--- config.mk ---
export PLATFORM = sky130hd
export DESIGN_NAME = input_logic_flat
export DESIGN_NICKNAME = d
export VERILOG_FILES = /design/src/rtl/input_logic_pkg.sv /design/src/rtl/input_logic_if.sv /design/src/rtl/input_logic_debouncer.sv /design/src/rtl/input_logic.sv /design/src/flat_wrapper.sv
export SDC_FILE = /design/constraint.sdc
export NUM_CORES = 1
export LEC_CHECK = 0
export CAP_MARGIN = 15
export CORE_MARGIN = 1
export CORE_UTILIZATION = 40
export CTS_BUF_LIST = sky130_fd_sc_hd__clkbuf_16
export CTS_CLUSTER_SIZE = 40
export DETAILED_ROUTE_END_ITERATION = 6
export DONT_BUFFER_PORTS = 1
export PLACE_DENSITY = 0.58
export SLEW_MARGIN = 10
export SYNTH_ARGS = -nofsm -noshare
export SYNTH_HDL_FRONTEND = slang
export SYNTH_SLANG_ARGS = --single-unit
--- constraint.sdc ---
create_clock -name Clock -period 3.7 [get_ports Clock]
set_input_delay 0.74 -clock Clock [delete_from_list [all_inputs] [get_ports Clock]]
set_output_delay 0.74 -clock Clock [all_outputs]
set_load 0.005 [all_outputs]
--- src/rtl/input_logic_pkg.sv ---
// ---------------------------------------------------------------------------
// input_logic_pkg
// Shared types and constants for the front-panel input block.
//   state_t   : controller handshake FSM states
//   DATA_W    : width of the data switch bank
//   RDA_W     : width of the register-file peek address
//   *_RST     : released/idle levels restored by Reset
// ---------------------------------------------------------------------------
package input_logic_pkg;

  typedef enum logic [1:0] {
    IDLE  = 2'd0,
    ISSUE = 2'd1,
    WAIT  = 2'd2,
    HOLD  = 2'd3
  } state_t;

  localparam int DATA_W = 10;
  localparam int RDA_W  = 3;

  localparam logic [DATA_W-1:0] SW_RST    = 10'd0;
  localparam logic [DATA_W-1:0] DATA_RST  = 10'd0;
  localparam logic              LOADN_RST = 1'b1;
  localparam logic              PEEK_RST  = 1'b1;

  // Busy is asserted while an instruction is outstanding at the controller.
  function automatic logic state_busy(input state_t s);
    return (s == ISSUE) || (s == WAIT);
  endfunction

endpackage

--- src/rtl/input_logic_if.sv ---
// ---------------------------------------------------------------------------
// input_logic_if
// Front-panel / controller signal bundle.
//   master : drives SW, Loadn, PeekSW, Clr; observes Data, Run, Busy, Pkb, RDA1
//   slave  : the input block itself (mirror directions)
// ---------------------------------------------------------------------------
interface input_logic_if;
  import input_logic_pkg::*;

  logic [DATA_W-1:0] SW;
  logic              Loadn;
  logic              PeekSW;
  logic              Clr;
  logic [DATA_W-1:0] Data;
  logic              Run;
  logic              Busy;
  logic              Pkb;
  logic [RDA_W-1:0]  RDA1;

  modport master (
    output SW, Loadn, PeekSW, Clr,
    input  Data, Run, Busy, Pkb, RDA1
  );

  modport slave (
    input  SW, Loadn, PeekSW, Clr,
    output Data, Run, Busy, Pkb, RDA1
  );

endinterface

--- src/rtl/input_logic_debouncer.sv ---
// ---------------------------------------------------------------------------
// input_logic_debouncer
// Synchronises one asynchronous button and accepts a new level only after
// DEBOUNCE_CYCLES consecutive synced samples that differ from the current one.
//   Clock, Reset : system clock, synchronous active-high reset
//   raw          : asynchronous bouncy button input
//   level        : debounced level
//   fall         : one-cycle pulse after level goes 1->0
// ---------------------------------------------------------------------------
module input_logic_debouncer #(
  parameter int   DEBOUNCE_CYCLES = 16,
  parameter int   SYNC_STAGES     = 2,
  parameter logic RESET_LEVEL     = 1'b1
) (
  input  logic Clock,
  input  logic Reset,
  input  logic raw,
  output logic level,
  output logic fall
);

  localparam int             CNT_W    = $clog2(DEBOUNCE_CYCLES + 1);
  localparam logic [CNT_W-1:0] CNT_LAST = CNT_W'(DEBOUNCE_CYCLES - 1);
  localparam logic [CNT_W-1:0] CNT_ONE  = CNT_W'(1);

  logic [SYNC_STAGES-1:0] sync_r;
  logic [CNT_W-1:0]       count_r;
  logic                   stable_r;
  logic                   fall_r;
  logic                   synced_s;
  logic                   accept_s;

  assign synced_s = sync_r[SYNC_STAGES-1];
  // The sample that completes the run of differing samples is itself counted.
  assign accept_s = (synced_s != stable_r) && (count_r == CNT_LAST);

  // Input synchroniser chain, reset to the released level.
  always_ff @(posedge Clock) begin
    if (Reset) begin
      sync_r <= {SYNC_STAGES{RESET_LEVEL}};
    end else begin
      sync_r <= {sync_r[SYNC_STAGES-2:0], raw};
    end
  end

  // Stability counter, accepted level and falling-edge pulse.
  always_ff @(posedge Clock) begin
    if (Reset) begin
      stable_r <= RESET_LEVEL;
      count_r  <= {CNT_W{1'b0}};
      fall_r   <= 1'b0;
    end else if (synced_s == stable_r) begin
      count_r <= {CNT_W{1'b0}};
      fall_r  <= 1'b0;
    end else if (accept_s) begin
      stable_r <= synced_s;
      count_r  <= {CNT_W{1'b0}};
      fall_r   <= ~synced_s;
    end else begin
      count_r <= count_r + CNT_ONE;
      fall_r  <= 1'b0;
    end
  end

  assign level = stable_r;
  assign fall  = fall_r;

endmodule

--- src/rtl/input_logic.sv ---
// ---------------------------------------------------------------------------
// input_logic
// Front-panel input block: synchronises the data switches, debounces Load and
// Peek, issues one Run per Load press with the switch value latched on Data,
// and holds Busy until the controller reports completion on Clr.
//   Clock, Reset : system clock, synchronous active-high reset
//   bus (slave)  : SW, Loadn, PeekSW, Clr in; Data, Run, Busy, Pkb, RDA1 out
// ---------------------------------------------------------------------------
module input_logic
  import input_logic_pkg::*;
#(
  parameter int DEBOUNCE_CYCLES = 16,
  parameter int SYNC_STAGES     = 2
) (
  input  logic         Clock,
  input  logic         Reset,
  input_logic_if.slave bus
);

  logic [DATA_W-1:0] sw_sync_r [SYNC_STAGES];
  logic [DATA_W-1:0] sw_synced_s;
  logic [DATA_W-1:0] data_r;
  logic              load_level_s;
  logic              load_fall_s;
  logic              peek_level_s;
  logic              peek_fall_unused_s;
  state_t            state_r;
  state_t            state_next_s;
  logic              run_next_s;
  logic              busy_next_s;
  logic              run_r;
  logic              busy_r;
  logic              pkb_r;

  input_logic_debouncer #(
    .DEBOUNCE_CYCLES (DEBOUNCE_CYCLES),
    .SYNC_STAGES     (SYNC_STAGES),
    .RESET_LEVEL     (LOADN_RST)
  ) u_load_debouncer (
    .Clock (Clock),
    .Reset (Reset),
    .raw   (bus.Loadn),
    .level (load_level_s),
    .fall  (load_fall_s)
  );

  input_logic_debouncer #(
    .DEBOUNCE_CYCLES (DEBOUNCE_CYCLES),
    .SYNC_STAGES     (SYNC_STAGES),
    .RESET_LEVEL     (PEEK_RST)
  ) u_peek_debouncer (
    .Clock (Clock),
    .Reset (Reset),
    .raw   (bus.PeekSW),
    .level (peek_level_s),
    .fall  (peek_fall_unused_s)
  );

  // Shared synchroniser for the whole switch bank.
  always_ff @(posedge Clock) begin
    if (Reset) begin
      for (int i = 0; i < SYNC_STAGES; i++) begin
        sw_sync_r[i] <= SW_RST;
      end
    end else begin
      sw_sync_r[0] <= bus.SW;
      for (int i = 1; i < SYNC_STAGES; i++) begin
        sw_sync_r[i] <= sw_sync_r[i-1];
      end
    end
  end

  assign sw_synced_s = sw_sync_r[SYNC_STAGES-1];

  // Next-state logic of the press/complete handshake.
  always_comb begin
    state_next_s = state_r;
    case (state_r)
      IDLE: begin
        if (load_fall_s) state_next_s = ISSUE;
        else             state_next_s = IDLE;
      end
      ISSUE: begin
        if (bus.Clr) state_next_s = HOLD;
        else         state_next_s = WAIT;
      end
      WAIT: begin
        if (bus.Clr) state_next_s = HOLD;
        else         state_next_s = WAIT;
      end
      HOLD: begin
        // A held button must be released before another press can issue.
        if (load_level_s) state_next_s = IDLE;
        else              state_next_s = HOLD;
      end
      default: state_next_s = IDLE;
    endcase
  end

  // Output decode from the next state so Run/Busy can be registered.
  always_comb begin
    run_next_s  = 1'b0;
    busy_next_s = state_busy(state_next_s);
    case (state_next_s)
      ISSUE:   run_next_s = 1'b1;
      default: run_next_s = 1'b0;
    endcase
  end

  // State register, registered Run/Busy and Data capture on issue.
  always_ff @(posedge Clock) begin
    if (Reset) begin
      state_r <= IDLE;
      run_r   <= 1'b0;
      busy_r  <= 1'b0;
      data_r  <= DATA_RST;
    end else begin
      state_r <= state_next_s;
      run_r   <= run_next_s;
      busy_r  <= busy_next_s;
      if ((state_r == IDLE) && (state_next_s == ISSUE)) begin
        data_r <= sw_synced_s;
      end else begin
        data_r <= data_r;
      end
    end
  end

  // Registered copy of the debounced peek selector.
  always_ff @(posedge Clock) begin
    if (Reset) begin
      pkb_r <= PEEK_RST;
    end else begin
      pkb_r <= peek_level_s;
    end
  end

  assign bus.Data = data_r;
  assign bus.Run  = run_r;
  assign bus.Busy = busy_r;
  assign bus.Pkb  = pkb_r;
  assign bus.RDA1 = sw_synced_s[RDA_W-1:0];

endmodule
--- src/flat_wrapper.sv ---
// flat-port wrapper written by rule: the top's interface ports become plain ports
module input_logic_flat import input_logic_pkg::*;
#(
  parameter int DEBOUNCE_CYCLES = 16,
  parameter int SYNC_STAGES     = 2
)
  (Clock, Reset, bus_SW, bus_Loadn, bus_PeekSW, bus_Clr, bus_Data, bus_Run, bus_Busy, bus_Pkb, bus_RDA1);
  input_logic_if bus_i ();
  input  logic Clock;
  input  logic Reset;
  input wire logic [$bits(bus_i.SW)-1:0] bus_SW;
  input wire logic [$bits(bus_i.Loadn)-1:0] bus_Loadn;
  input wire logic [$bits(bus_i.PeekSW)-1:0] bus_PeekSW;
  input wire logic [$bits(bus_i.Clr)-1:0] bus_Clr;
  output wire logic [$bits(bus_i.Data)-1:0] bus_Data;
  output wire logic [$bits(bus_i.Run)-1:0] bus_Run;
  output wire logic [$bits(bus_i.Busy)-1:0] bus_Busy;
  output wire logic [$bits(bus_i.Pkb)-1:0] bus_Pkb;
  output wire logic [$bits(bus_i.RDA1)-1:0] bus_RDA1;
  assign bus_i.SW = bus_SW;
  assign bus_i.Loadn = bus_Loadn;
  assign bus_i.PeekSW = bus_PeekSW;
  assign bus_i.Clr = bus_Clr;
  assign bus_Data = bus_i.Data;
  assign bus_Run = bus_i.Run;
  assign bus_Busy = bus_i.Busy;
  assign bus_Pkb = bus_i.Pkb;
  assign bus_RDA1 = bus_i.RDA1;
  input_logic #(.DEBOUNCE_CYCLES(DEBOUNCE_CYCLES), .SYNC_STAGES(SYNC_STAGES)) u_core (.Clock(Clock), .Reset(Reset), .bus(bus_i));
endmodule
# Yosys cells after proc, flatten, opt, wreduce, memory -nomap -nowiden
# Memories as Yosys holds them, arrays and structs flattened.
# Index checks and enable logic that the tools add are counted.
[totals]
reg_bits = 32
ramBits = 20
inputBits = 15
output_inout_bits = 16
memories = 1
[classes]
add_sub_neg = 2
eq_ne = 11
muxes = 10
bitwise_logic = 6
reduce_logical = 11
[mem_list]
columns = ["memory", "depth", "width", "rd", "rd_clocked_by_memory_dff", "wr", "line", "text"]
rows = [
  ["u_core.sw_sync_r", 2, 10, 2, 0, 2, "input_logic.sv:20", "logic [DATA_W-1:0] sw_sync_r [SYNC_STAGES];"],
]
[op_table]
columns = ["op", "count"]
rows = [
  ["2-to-1 mux 10 bit", 2],
  ["adder 5 x 1 -> 5 bit, second input constant", 2],
  ["== test 5 x 4 -> 1 bit, second input constant", 2],
  ["OR reduction 3 bit", 3],
  ["== test 2 bit, second input constant", 3],
  ["2-to-1 mux 1 bit", 6],
  ["case mux 2 bit (3 select lines)", 1],
  ["== test 2 x 1 -> 1 bit, second input constant", 2],
  ["inverter 1 bit", 4],
  ["AND reduction 2 bit", 2],
  ["logical AND 1 bit", 3],
  ["== test 1 bit", 2],
  ["logical NOT 2 bit", 1],
  ["2-to-1 mux 2 bit", 1],
  ["inequality test 1 bit", 2],
  ["bitwise OR 1 bit", 2],
  ["OR reduction 2 bit", 1],
  ["logical OR 1 bit", 1],
]

# Logic depth before layout (Yosys ltp)
# Gate-level depths: netlist (run 1).
[logic_depth]
ltp_word = 5
depth_mapped = 9

# Modules after synthesis
# From an unflattened synthesis (run 1), not the netlist that was laid out.
[hier_totals]
hier_cells = 171
area_unflattened_um2 = 1910.6
[by_module_without_submodules]
columns = ["mod", "n_inst", "cells_each", "area_per_inst_um2", "seq_area_each_um2"]
rows = [
  ["input_logic", 1, 113, 1267.5, 700.7],
  ["input_logic_debouncer", 2, 29, 321.6, 180.2],
]

# Worst setup path before layout (run 1)
# Ideal clock, no wire load.
[synth_timing]
kind = "input port to flip-flop"
from = "input port bus_Clr"
to = "register u_core.data_r[1] (netlist: u_core.bus.Data[1])"
setup_ns = 0.132
arrival_time_ns = 1.679
required_time_ns = 3.568
slack_ns = 1.888
cell_stages = 7
n_path_buf = 1
path_cell_list = "a211oi_1 nor2_1 ha_1 and2_1 buf_2 nand2_1 a21oi_1"
[synth_via]
elab_chain_len = 4
[synth_rtl]
columns = ["element", "line", "text"]
rows = [
  ["start, declared", "flat_wrapper.sv:14", "input wire logic [$bits(bus_i.Clr)-1:0] bus_Clr;"],
  ["2-to-1 mux 1 bit", "input_logic.sv:84, input_logic.sv:88", ""],
  ["case mux 2 bit (3 select lines)", "input_logic.sv:78", "case (state_r)"],
  ["via u_core.state_next_s[0]", "input_logic.sv:28", "state_t state_next_s;"],
  ["== test 2 x 1 -> 1 bit", "input_logic.sv:121", "if ((state_r == IDLE) && (state_next_s == ISSUE)) begin"],
  ["logical AND 1 bit", "input_logic.sv:121", ""],
  ["end signal, assigned", "input_logic.sv:122", "data_r <= sw_synced_s;"],
  ["end signal, assigned", "input_logic.sv:124", "data_r <= data_r;"],
  ["end, declared", "input_logic.sv:22", "logic [DATA_W-1:0] data_r;"],
]
# The timed path passes the listed nets, and every way through them passes these cells.
# A chain may end at the register's enable or synchronous reset.

# Final worst setup path (run 1)
[layout_timing]
from = "register u_core.state_r[0]"
to = "register u_core.data_r[5] (netlist: u_core.bus.Data[5])"
[layout_via]
elab_chain_len = 5
word_cells_on_any_way = 8
classes_between = "eq/ne (4); mux (1); reduce/logical (3)"
[layout_rtl]
columns = ["element", "line", "text"]
rows = [
  ["start, declared", "input_logic.sv:27", "state_t state_r;"],
  ["start signal, assigned", "input_logic.sv:118", "state_r <= state_next_s;"],
  ["== test 2 x 1 -> 1 bit or == test 2 bit (tied branches)", "input_logic.sv:78", ""],
  ["OR reduction 2 bit (no line)", "--", ""],
  ["case mux 2 bit (3 select lines) (*)", "input_logic.sv:78", ""],
  ["via u_core.state_next_s[0]", "input_logic.sv:28", ""],
  ["== test 2 x 1 -> 1 bit (*)", "input_logic.sv:121", ""],
  ["logical AND 1 bit (*)", "input_logic.sv:121", ""],
]
# The timed path passes the listed nets; every way through them passes the cells marked *.

==> results of run 1 <==
layout by cell type (no fill, tap or decap), drive strengths merged:
cell type	instances
and2b	1
nand3	2
or3	2
a21oi	10
dfxtp	52
nor4bb	1
a211oi	1
xor2	2
and3	2
or2	5
inv	7
and2	1
xnor2	4
nor2	13
nor2b	24
clkbuf	5
clkinv	1
ha	8
bufinv	1
nor3	1
a211o	2
o21bai	1
nand2	21
critical path: stages (launching register included):
cell	delay, ps
dfxtp_1	350
inv_1	70
ha_1	300
a211oi_1	270
nor2_1	90
ha_1	210
nand2_1	260
nand2_1	90
a21oi_1	150
registers in the layout (all words and copies together) (netlist names):
signal / cells
u_core.bus.Pkb: 1
u_core.u_load_debouncer.level: 1
u_core.u_load_debouncer.count_r: 5
u_core.u_peek_debouncer.level: 1
u_core.u_peek_debouncer.count_r: 5
u_core.u_peek_debouncer.sync_r: 2
u_core.state_r: 2
u_core.u_load_debouncer.fall: 1
u_core.bus.Data: 10
u_core.bus.Run: 1
u_core.sw_sync_r: 20
u_core.bus.Busy: 1
u_core.u_load_debouncer.sync_r: 2
final cells by class:
class,count,share of cell area
Inverter,6,0.0118
Multi-Input combinational cell,101,0.324
Tap cell,50,0.0328
Clock buffer,5,0.0656
Sequential cell,52,0.546
Clock inverter,3,0.0203
cell families after synthesis:
logic type | Yosys count
AO/OA/AOI/OAI | 14
adder cells (fa/ha/maj) | 8
buffers and inverters | 14
XOR/XNOR | 6
flip-flops | 52
AND/OR/NAND/NOR | 73
layer usage:
layer | up-vias | track usage
met4 | 0 | 0.0878
met5 | - | 0
met2 | 23 | 0.203
met1 | 426 | 0.131
met3 | 8 | 0.0608
li1 | 521 | -
final timing paths:
| kind | depth (start not counted) | endpoint | slack (ps) |
|---|---|---|---|
| worst min-delay path | 1 | u_core.u_load_debouncer.sync_r[1]$_SDFF_PP1_ | 420 |
| worst max register to register | 8 | u_core.bus.Data[5]$_SDFFE_PP0P_ | 1840 |
| worst min register to register | 1 | u_core.u_load_debouncer.sync_r[1]$_SDFF_PP1_ | 420 |
| worst max-delay path | 8 | u_core.bus.Data[5]$_SDFFE_PP0P_ | 1840 |
through the flow:
step / utilization / cell area (µm²) / hold WS, ps
after floorplan: - / 1720 / 389
after global placement: 0.430 / 1740 / 392
after detailed placement: 0.430 / 1740 / 393
after CTS: 0.470 / 1910 / 424
after global routing: 0.470 / 1910 / 448
final: 0.470 / 1910 / 423
power breakdown:
part / internal [W] / switching [W]
combinational: 0.00000832 / 0.00000378
clock: 0.000315 / 0.000184
sequential: 0.000573 / 0.00000409
==> metrics.md, run 1 <==
| Metric | Value |
|---|---|
| Worst Slack Setup Final | 1840 ps |
| Slew headroom | 0.794 |
| Syn Nets | 190 |
| Post-synth EDFFs | 0 |
| Max Clk Rate | around 540 MHz |
| Mapped Cells | 167 |
| Core region area | about 0.0041 mm² |
| Ys flop type | dfxtp_1 |
| Pwr/cell area | 570 mW/mm² |
| Vias in the first global route | 972 |
| Gpl congestion | 0.717 |
| Vias per inst | about 4.5 |
| Initial antenna violation count | 0 |
| Worst hold path type | reg -> reg |
| Top cells by count, synth | dfxtp_1 (52), nor2b_1 (24), nand2_1 (21) |
| Fraction of the mapped netlist area in simple logic gates | 0.222 |
| DR WL/cell | 11.5 µm |
| Count leader, synth | dfxtp_1 |
| Area leader, netlist | dfxtp_1 |
| Total GRT Usage | 0.127 |
| CP max FO | 10 |
| Fin crit share | 0.503 |
| Pleak | 0.741 nW |
| Max Root-Sink Buffers | 2 |
| Insertion delay to the later sink of the worst-skew pair | 280 ps |
| Port bufs | 0 |
| Total number of yosys warnings | 0 |
| DIE AREA | between 0.004 and 0.005 mm² |
| Max-slew violations | 0 |
| Synth top area share | 0.604 |
| Hold Startpoint | u_core.u_load_debouncer.sync_r[0]$_SDFF_PP1_ |
| Final setup violation count | 0 |
| Multi-input logic area | approximately 600 µm² |
| Post-synth cell types | 23 |
| Site Rows | 23 |
| Worst Setup SP | u_core.state_r[0]$_SDFF_PP0_ |
| Asr flop ratio synth | 0 |
| Main combinational cell family by area after synthesis | simple AND/OR/NAND/NOR gates |
| Total number of H-tree levels | 2 |
| CP startpoint kind | flip-flop |
| # placed instances | 209 |
| Clk sinks | 52 |
| Fill count | between 300 and 400 |
| DRT Pass-1 Iters | 4 |
| Root Buffer | clkbuf_16 |
| Layout Nets | 189 |
| Post-DP HPWL | 1.76 mm |
| Worst Setup End Kind | flip-flop |
| Critical path arrival | ~2100 ps |
| Post-CTS setup repair buffer count | 0 |
| P&R area growth vs syn | 10.7% |
| Reg-to-reg startpoint | u_core.state_r[0]$_SDFF_PP0_ |
| Worst-path clk slew | 60 ps |
| Antenna Nets Post-Route | 0 |
| ANT cells | 0 |
| Wl on met1 | 1.10 mm |
| Number of max-cap violations | 0 |
| DR iter-0 viols | 36 |
| DIE HEIGHT | 67.7 µm |
| Post-Layout Cell Count | 217 |
| Synth area leaders | dfxtp_1 (60%), nor2b_1 (8.7%), ha_1 (5.8%) |
| Mux cell area share after synthesis | 0 |
| Met2 WL post-DR | 1.13 mm |
| Initial Util | 0.425 |
| Post-CTS sizing | 0 |
| Cell area after synthesis | between 0.0015 and 0.002 mm² |
| TritonCTS Buffers | 5 |
| Overflow after GRT | 0 |
| Post-CTS Hold Fix Bufs | 0 |
| Fin Setup TNS | 0 ps |
| DRC errors left | 0 |
| First-pass GRT wire length | 4.11 mm |
| WP data required | 3920 ps |
| Met3 WL | a little over 200 µm |
| DIE WIDTH | between 60 and 70 µm |
| Final min period | between 1500 and 2000 ps |
| CTS tree | built |
| FF+latch area | 0.00104 mm² |
| Post-Place Setup Slack | between 1500 and 2000 ps |
| Synth Area in Compound Gates | 0.0479 |
| FF+latch count, synth | 52 |
| Post-Synth Adder-Cell Area | 0.0581 |
| Largest net degree at the start of global routing | 45 |
| Layout cells sized above 1 | 0.0838 |
| Final WL | 2.49 mm |
| Status | finished clean |
| I/O Pins | 31 |
| Final Hold Vio Count | 0 |
| Maximum vdd drop | 218 µV |
| Worst slew pin tran | 308 ps |
| Register area share after synthesis | 0.604 |
| RSZ-0062 raised after global routing | false |
| Total power | around 0.0011 W |
| Avg Inst Size Synth | 10.3 µm² |
| Synth Area in XOR/XNOR | 0.0305 |
| Top routing layer in use | met4 |
| DR vias | 978 |
| Max Clock Skew | 5.28 ps |
| Crit path kind | reg -> reg |
Note: power is estimated with default switching activity, not from simulation.
==> run 2: changes to the inputs <==
Clock period 3.7 ns to 1.9 ns, I/O delays scaled along.
==> run 2 against run 1 <==
Net effect:
- non-clock buffer count did not move
- hold slack got worse by 250 ps
- worst setup slack got worse by 1700 ps
- sequential share of layout area rose by 0.54 points
- clock power rose by 64%
==> metrics.md, run 2 (synthesis gave the netlist of run 1 again) <==
| Metric | Value |
|---|---|
| Status | finished clean |
| Post-Layout Cell Count | 217 (unchanged) |
| Critical path arrival | 1980 ps (-100 ps) |
| CP startpoint kind | flip-flop |
| Final min period | 1800 ps (-56.2 ps) |
| DRC errors left | 0 (unchanged) |
| Total GRT Usage | 0.122 (-0.00505) |
| ANT cells | 0 (unchanged) |
| Max reg flops | 20 (unchanged) |
| Root Buffer | clkbuf_16 |
| Slew headroom | 0.832 (+0.0376) |
| Most frequent cells in the layout | dfxtp_1 (52), nor2b_1 (24), nand2_1 (20) |
| DR iter-0 viols | 47 (+31%) |
| RSZ-0062 raised after global routing | false |
| Final Hold Vio Count | 0 (unchanged) |
| Port bufs | 0 (unchanged) |
| TritonCTS Buffers | 5 (unchanged) |
| Max Clk Rate | 554 MHz (+3.1%) |
| WP data required | 2070 ps (-1850 ps) |
| DR WL/cell | 11.5 µm (about the same) |
| Insertion delay to the later sink of the worst-skew pair | 280 ps (about the same) |
| Antenna Nets Post-Route | 0 (unchanged) |
| I/O Pins | 31 (unchanged) |
| Initial antenna violation count | 0 (unchanged) |
| Post-CTS setup repair buffer count | 0 (unchanged) |
| Fin Setup TNS | 0 ps (unchanged) |
| Fill count | 389 (+3.7%) |
| Post-DP HPWL | 1.72 mm (-2.3%) |
| Layout cells sized above 1 | 0.0898 (+0.00599) |
| Site Rows | 23 (unchanged) |
| Fin crit share | 0.949 (+0.447) |
| Maximum vdd drop | 460 µV (+110%) |
| Gpl congestion | 0.676 (-5.7%) |
| Clk sinks | 52 (unchanged) |
| Crit path kind | reg -> reg |
| Pwr/cell area | 1040 mW/mm² (+82%) |
| Total number of H-tree levels | 2 (unchanged) |
| Worst Setup End Kind | flip-flop |
| Core region area | 0.00406 mm² (unchanged) |
| DR vias | 976 (-0.20%) |
| Biggest register | u_core.sw_sync_r |
| Max Root-Sink Buffers | 2 (unchanged) |
| Pleak | 0.732 nW (-1.2%) |
| DIE HEIGHT | 67.7 µm (unchanged) |
| DIE AREA | 0.00458 mm² (unchanged) |
| Worst hold path type | in -> reg |
| Final setup violation count | 0 (unchanged) |
| Worst-path clk slew | 60 ps (about the same) |
| Vias in the first global route | 918 (-5.6%) |
| Initial Util | 0.425 (unchanged) |
| Final WL | 2.49 mm (about the same) |
| Max Clock Skew | 3.96 ps (-1.32 ps) |
| Worst Slack Setup Final | 96.4 ps (-1740 ps) |
| Vias per inst | 4.50 (-0.20%) |
| Worst slew pin tran | 249 ps (-59.0 ps) |
| DIE WIDTH | 67.7 µm (unchanged) |
| Layout Nets | 189 (unchanged) |
| Post-Place Setup Slack | 41.3 ps (-1770 ps) |
| Max-slew violations | 0 (unchanged) |
| P&R area growth vs syn | 9.58% |
| Overflow after GRT | 0 (unchanged) |
| First-pass GRT wire length | 3.97 mm (-3.4%) |
| Commonest non-fill, non-tap cell in the layout | dfxtp_1 |
| CTS tree | built |
| Number of max-cap violations | 0 (unchanged) |
| DRT Pass-1 Iters | 6 (+2) |
| Largest net degree at the start of global routing | 45 (unchanged) |
| # placed instances | 209 (unchanged) |
| CP max FO | 10 (unchanged) |
-- run 2: what timing repair did --
| item | in CTS | in global routing |
|---|---|---|
| endpoints found under the setup margin | 0 | 10 |
| hold buffers | 0 | 0 |
| gates resized for setup | 0 | 3 |
-- run 2: metrics by stage --
stage | power (W) | util | hold WS (ps) | area [µm²]
floorplan | 0.00118 | - | 389 | 1720
global placement | 0.00117 | 0.430 | 393 | 1740
detailed placement | 0.00117 | 0.430 | 397 | 1740
CTS | 0.00199 | 0.463 | 157 | 1880
global route | 0.00205 | 0.466 | 150 | 1890
finish | 0.00196 | 0.466 | 171 | 1890
-- run 2: where the power goes --
part           leakage, nW  internal, W   total, W  switching [W]
combinational        0.234    0.0000161  0.0000231     0.00000695
sequential           0.424      0.00112    0.00112     0.00000830
clock               0.0738     0.000473   0.000818       0.000344
total                0.732      0.00160    0.00196       0.000359
-- run 2: final cells by class --
type | instances | area [µm²] | area share
inverters | 6 | 22.5 | 0.0119
clock inverters | 3 | 11.3 | 0.00596
well taps | 50 | 62.6 | 0.0331
clock buffers | 5 | 125 | 0.0662
multi-input cells | 101 | 627 | 0.332
flip-flops and latches | 52 | 1040 | 0.551
-- run 2: critical path, cell delays in order (launching register included) --
cell and delay [ps]:
dfxtp_1 340, inv_1 70, ha_1 330, a211oi_2 230, nor2_1 80, ha_1 220, and2_2 260, nand2_1 90
a21oi_1 60
-- run 2: final timing paths --
| check | start | to | slack (ps) | depth (start not counted) |
|---|---|---|---|---|
| worst max-delay path | u_core.state_r[0]$_SDFF_PP0_ | u_core.bus.Data[2]$_SDFFE_PP0P_ | 100 | 8 |
| worst min-delay path | Reset | u_core.bus.Data[9]$_SDFFE_PP0P_ | 170 | 1 |
| worst min register to register | u_core.u_load_debouncer.sync_r[0]$_SDFF_PP1_ | u_core.u_load_debouncer.sync_r[1]$_SDFF_PP1_ | 410 | 1 |
| worst max register to register | u_core.state_r[0]$_SDFF_PP0_ | u_core.bus.Data[2]$_SDFFE_PP0P_ | 100 | 8 |
-- run 2: layer usage --
| layer | part of all wire | up-vias | global-route usage |
|---|---|---|---|
| met5 | 0 | - | 0 |
| met4 | 0.015 | 0 | 0.0559 |
| met3 | 0.073 | 5 | 0.0726 |
| met2 | 0.43 | 22 | 0.183 |
| met1 | 0.48 | 430 | 0.138 |
| li1 | - | 519 | - |
